$ cat src/rtl/serial_paralelo_rx.sv
// Per-lane receive deserializer: bit-level COM hunt, byte-aligned lock
// confirmation, then 32-bit word assembly with a valid flag.
module serial_paralelo_rx #(
  parameter logic [7:0]  COM       = 8'hBC,
  parameter logic [7:0]  IDL       = 8'h7C,
  parameter int unsigned COM_COUNT = 4
) (
  input  logic        clk_32f,
  input  logic        reset,
  input  logic        data_in,
  output logic [31:0] lane,
  output logic        valid,
  output logic        active
);

  localparam int unsigned BYTE_W  = 8;
  localparam int unsigned WORD_W  = 32;
  localparam int unsigned CNT_W   = 5;
  localparam int unsigned COMC_W  = 4;
  localparam logic [COMC_W-1:0] COM_TGT = COMC_W'(COM_COUNT);

  typedef enum logic [1:0] {
    ST_HUNT,
    ST_LOCKING,
    ST_ACTIVE
  } state_e;

  state_e                state_q, state_d;
  // Only the last 7 received bits are needed to form the byte ending now.
  logic [BYTE_W-2:0]     sr_q, sr_d;
  logic [CNT_W-1:0]      bit_cnt_q, bit_cnt_d;
  logic [COMC_W-1:0]     com_cnt_q, com_cnt_d;
  logic [WORD_W-9:0]     word_q, word_d;
  logic                  dirty_q, dirty_d;
  logic [WORD_W-1:0]     lane_q, lane_d;
  logic                  valid_q, valid_d;
  logic                  active_q, active_d;

  logic [BYTE_W-1:0]     nb;
  logic                  nb_is_com;
  logic                  nb_is_ctrl;
  logic                  byte_end;

  // Next-state and output logic
  always_comb begin
    state_d    = state_q;
    bit_cnt_d  = bit_cnt_q;
    com_cnt_d  = com_cnt_q;
    word_d     = word_q;
    dirty_d    = dirty_q;
    lane_d     = lane_q;
    valid_d    = valid_q;
    nb         = {sr_q, data_in};
    sr_d       = nb[BYTE_W-2:0];
    nb_is_com  = (nb == COM);
    nb_is_ctrl = nb_is_com || (nb == IDL);
    byte_end   = (bit_cnt_q[2:0] == 3'd7);

    case (state_q)
      ST_HUNT: begin
        if (nb_is_com) begin
          bit_cnt_d = '0;
          com_cnt_d = COMC_W'(1);
          if (COM_COUNT == 1) begin
            state_d = ST_ACTIVE;
          end else begin
            state_d = ST_LOCKING;
          end
        end
      end

      ST_LOCKING: begin
        bit_cnt_d = bit_cnt_q + CNT_W'(1);
        if (byte_end) begin
          bit_cnt_d = '0;
          if (nb_is_com) begin
            com_cnt_d = com_cnt_q + COMC_W'(1);
            if (com_cnt_q + COMC_W'(1) == COM_TGT) begin
              state_d = ST_ACTIVE;
            end
          end else begin
            com_cnt_d = '0;
            state_d   = ST_HUNT;
          end
        end
      end

      ST_ACTIVE: begin
        // Free-running word framing; wraps 31 -> 0 naturally.
        bit_cnt_d = bit_cnt_q + CNT_W'(1);
        if (byte_end) begin
          dirty_d = dirty_q || nb_is_ctrl;
          case (bit_cnt_q[4:3])
            2'd0: word_d[23:16] = nb;
            2'd1: word_d[15:8]  = nb;
            2'd2: word_d[7:0]   = nb;
            default: begin
              if (dirty_q || nb_is_ctrl) begin
                valid_d = 1'b0;
              end else begin
                lane_d  = {word_q, nb};
                valid_d = 1'b1;
              end
              dirty_d = 1'b0;
            end
          endcase
        end
      end

      default: begin
        state_d = ST_HUNT;
      end
    endcase

    active_d = (state_d == ST_ACTIVE);
  end

  // State and output registers, synchronous active-low reset
  always_ff @(posedge clk_32f) begin
    if (!reset) begin
      state_q   <= ST_HUNT;
      sr_q      <= '0;
      bit_cnt_q <= '0;
      com_cnt_q <= '0;
      word_q    <= '0;
      dirty_q   <= 1'b0;
      lane_q    <= '0;
      valid_q   <= 1'b0;
      active_q  <= 1'b0;
    end else begin
      state_q   <= state_d;
      sr_q      <= sr_d;
      bit_cnt_q <= bit_cnt_d;
      com_cnt_q <= com_cnt_d;
      word_q    <= word_d;
      dirty_q   <= dirty_d;
      lane_q    <= lane_d;
      valid_q   <= valid_d;
      active_q  <= active_d;
    end
  end

  assign lane   = lane_q;
  assign valid  = valid_q;
  assign active = active_q;

endmodule
$ cat config.mk
export PLATFORM = sky130hd
export DESIGN_NAME = serial_paralelo_rx
export DESIGN_NICKNAME = d
export VERILOG_FILES = /design/src/rtl/serial_paralelo_rx.sv
export SDC_FILE = /design/constraint.sdc
export NUM_CORES = 1
export LEC_CHECK = 0
export CAP_MARGIN = 20
export CORE_MARGIN = 2
export CORE_UTILIZATION = 40
export CTS_CLUSTER_SIZE = 14
export DETAILED_ROUTE_END_ITERATION = 12
export GPL_TIMING_DRIVEN = 0
export SLEW_MARGIN = 25
export SYNTH_ARGS = -nofsm -noshare
export SYNTH_HDL_FRONTEND = slang
export SYNTH_SLANG_ARGS = --single-unit
$ cat constraint.sdc
create_clock -name clk_32f -period 2.6 [get_ports clk_32f]
set_input_delay 0.65 -clock clk_32f [delete_from_list [all_inputs] [get_ports clk_32f]]
set_output_delay 0.65 -clock clk_32f [all_outputs]
set_load 0.02 [all_outputs]
==> out/metrics.yaml <==
floorplan:
  fp.dieArea_um2: 8980
  core_area_um2: 8090
  rows: 33
  start_util: 0.407
  die_h_um: 94.8
  dieWidth_um: 94.8
  io_pins: 37
worst_setup_path:
  worstPathArrival_ns: 2.61
  startpoint: "data_in"
  r2r-start: "state_q[0]"
  cp-end-kind: "flop"
  crit_fanout: 10
  worstPathCellList: "clkdlybuf4s50_1, nand4bb_4, nor3_2, nor3_2, clkbuf_1, nand2_1, a21boi_0"
  cp_slowest_cell: "clkdlybuf4s50_1"
  max_stage_delay_ns: 0.65
  required_ns: 2.87
  cp_common_cell: "nor3_2"
  critPathKind: "input port to flop"
  startpoint_type: "input port"
layout:
  diodes: 0
  syn_to_final_growth_pct: 20.9
  fin_area_um2: 3990
  final_nets: 428
  fillers: 830
  layout-drive-gt1-share: 0.0762
  fin_cells: 525
global_route:
  grt_max_degree: 15
  met3_usage: 0.0311
  grt_util_met2: 0.277
  globalRouteTotalUtil: 0.173
  grt-ovfl-total: 0
  grt_pass1_vias: 2399
  grt_pass1_wl_mm: 11.8
  antenna_found_initial: 0
  top_usage_layer: "met2"
  gr-usage-met1: 0.232
clocking:
  root_buffer: "clkbuf_8"
  clkTransAtPathRegs_ns: 0.09
  worstSkewPairLatency_ns: 0.35
  post_cts_resized: 0
  tritoncts: "yes"
  h-tree-depth: 3
  hold_buffers: 0
  cts_setup_buffers: 0
  numCtsBuffers: 9
  cts_buffer_depth: 2
  clock_sink_count: 77
synth:
  yosys.area.top_type: "dfxtp_1"
  synth_cell_types: 49
  yosysWarnings: 0
  synth_top_area_frac: 0.468
  async_flop_share: 0
  seq_area_frac_synth: 0.468
  synth.area.top_cells: "dfxtp_1 (47%), nand2_1 (12%), a21boi_0 (7.7%)"
  avgSynthCellArea_um2: 8.96
  synth_nets: 381
  syn_area_um2: 3300
  ys_ff_latch: 77
  synth_cells: 368
  synth_edf_count: 0
  ys.flop_type: "dfxtp_1"
place:
  port_buffers: 36
  gp_congestion: 0.790
  hpwlAfterDp_mm: 5.00
  pre_cts_slack_ns: -0.159
  dp.cells: 509
  post_dp_cell_area_um2: 3790
routing:
  vias: 2539
  detail-route-antenna-nets: 0
  via_per_inst: 4.84
  drc: 0
  wl_mm: 7.10
  dr.pass1.iters: 4
  wl_per_cell_um: 13.5
  drt_iter0_markers: 80
run:
  cap_violations: 0
sta:
  fmax_mhz: 426
  setup_slack_ns: 0.252
  period_needed_ns: 2.35
  rsz0062_at_grt: "false"
  worst_slew_pin_slew_ns: 0.548
  finClkSkew_ns: 0.00765
  relSlewSlack: 0.633
  hold_viol_final: 0
  timing.final.crit_share: 0.903
  slew_violations: 0
  holdWs_ns: 0.453
  setup_viol: 0
power:
  cellLeakagePower_nw: 1.35
  p_per_area_nw_per_um2: 542
  p_total_mw: 2.16
  ir_drop_v: 0.000310
outcome:
  status: "complete, no violations"
min_path:
  hp-class: "flop to flop"
  min-delay-start: "word_q[16]"
==> cells in the mapped netlist (3+ instances only) <==
master and instances:
a21boi_0 34, a21boi_1 21, and2_1 8, buf_4 5, clkbuf_1 13, dfxtp_1 77
ha_1 10, inv_1 4, mux2i_1 8, nand2_1 108, nand3_1 5, nor2_1 9
nor2b_1 16, o21a_1 3, o21ai_0 6
==> worst max-delay path: cells and delay by family <==
kind | cells | cell delay [ns]
buf+inv | 2 | 1.05
compound gates | 1 | 0.16
simple gates | 4 | 0.76
==> report_power, final <==
part	internal, mW	total (mW)	switching, mW
clock	0.451	0.920	0.469
sequential	1.18	1.19	0.00922
combinational	0.0251	0.0480	0.0229
total	1.66	2.16	0.501
==> cell usage in the layout (no fill, tap or decap), types with 2 or more instances in the layout <==
cell type,n
and2_1,8
nor2b_1,16
clkbuf_8,9
a21boi_1,21
a31oi_1,2
nand3_1,5
a211o_1,2
inv_1,4
o31a_1,2
inv_6,2
nor3_2,2
a21boi_0,34
nand2_1,108
dfxtp_1,77
nor2_1,9
o21a_1,3
buf_4,5
o21ai_0,6
ha_1,10
or4_1,2
mux2i_1,8
clkinvlp_4,3
a21oi_1,2
clkbuf_1,14
clkdlybuf4s50_1,36
buf_2,2
==> area by class of cell <==
cell class | instances | area (um2) | area share
clock inverters | 6 | 70.1 | 0.0176
plain buffers | 21 | 108 | 0.0270
repair buffers | 36 | 360 | 0.0904
well taps | 105 | 131 | 0.0330
clock buffers | 10 | 128 | 0.0320
inverters | 4 | 15.0 | 0.00377
multi-input cells | 266 | 1630 | 0.410
flip-flops and latches | 77 | 1540 | 0.387
==> worst paths after layout <==
path	end	slack, ns	cells past startpoint
hold reg to reg	lane[24]	0.45	2
setup / recovery	lane[0]	0.25	7
setup reg to reg	lane[0]	0.31	8
hold / removal	lane[24]	0.45	2
==> sequential cells by signal, indices dropped and copies added (netlist names) <==
| signal | count |
|---|---|
| active | 1 |
| bit_cnt_q | 5 |
| com_cnt_q | 4 |
| dirty_q | 1 |
| lane | 32 |
| sr_q | 7 |
| state_q | 2 |
| valid | 1 |
| word_q | 24 |
==> cells by family after synthesis <==
family	count (synthesis)	synth area share
AND/OR/NAND/NOR	166	0.248
buffers and inverters	25	0.0372
adder cells (fa/ha/maj)	10	0.0380
flip-flops	77	0.468
AO/OA/AOI/OAI	81	0.183
multiplexers	8	0.0243
XOR/XNOR	1	0.00266
==> per-stage QoR <==
stage	TNS, ns	util
after floorplan	0	-
after CTS	0	0.493
after global placement	-2.29	0.468
final	0	0.493
after detailed placement	-2.88	0.468
after global routing	0	0.493
==> routing by layer <==
layer,vias up,share of wire
met1,1180,0.51
met3,6,0.022
met5,-,0
met4,0,0.013
li1,1329,-
met2,24,0.46
Note: power is estimated with default switching activity, not from simulation.
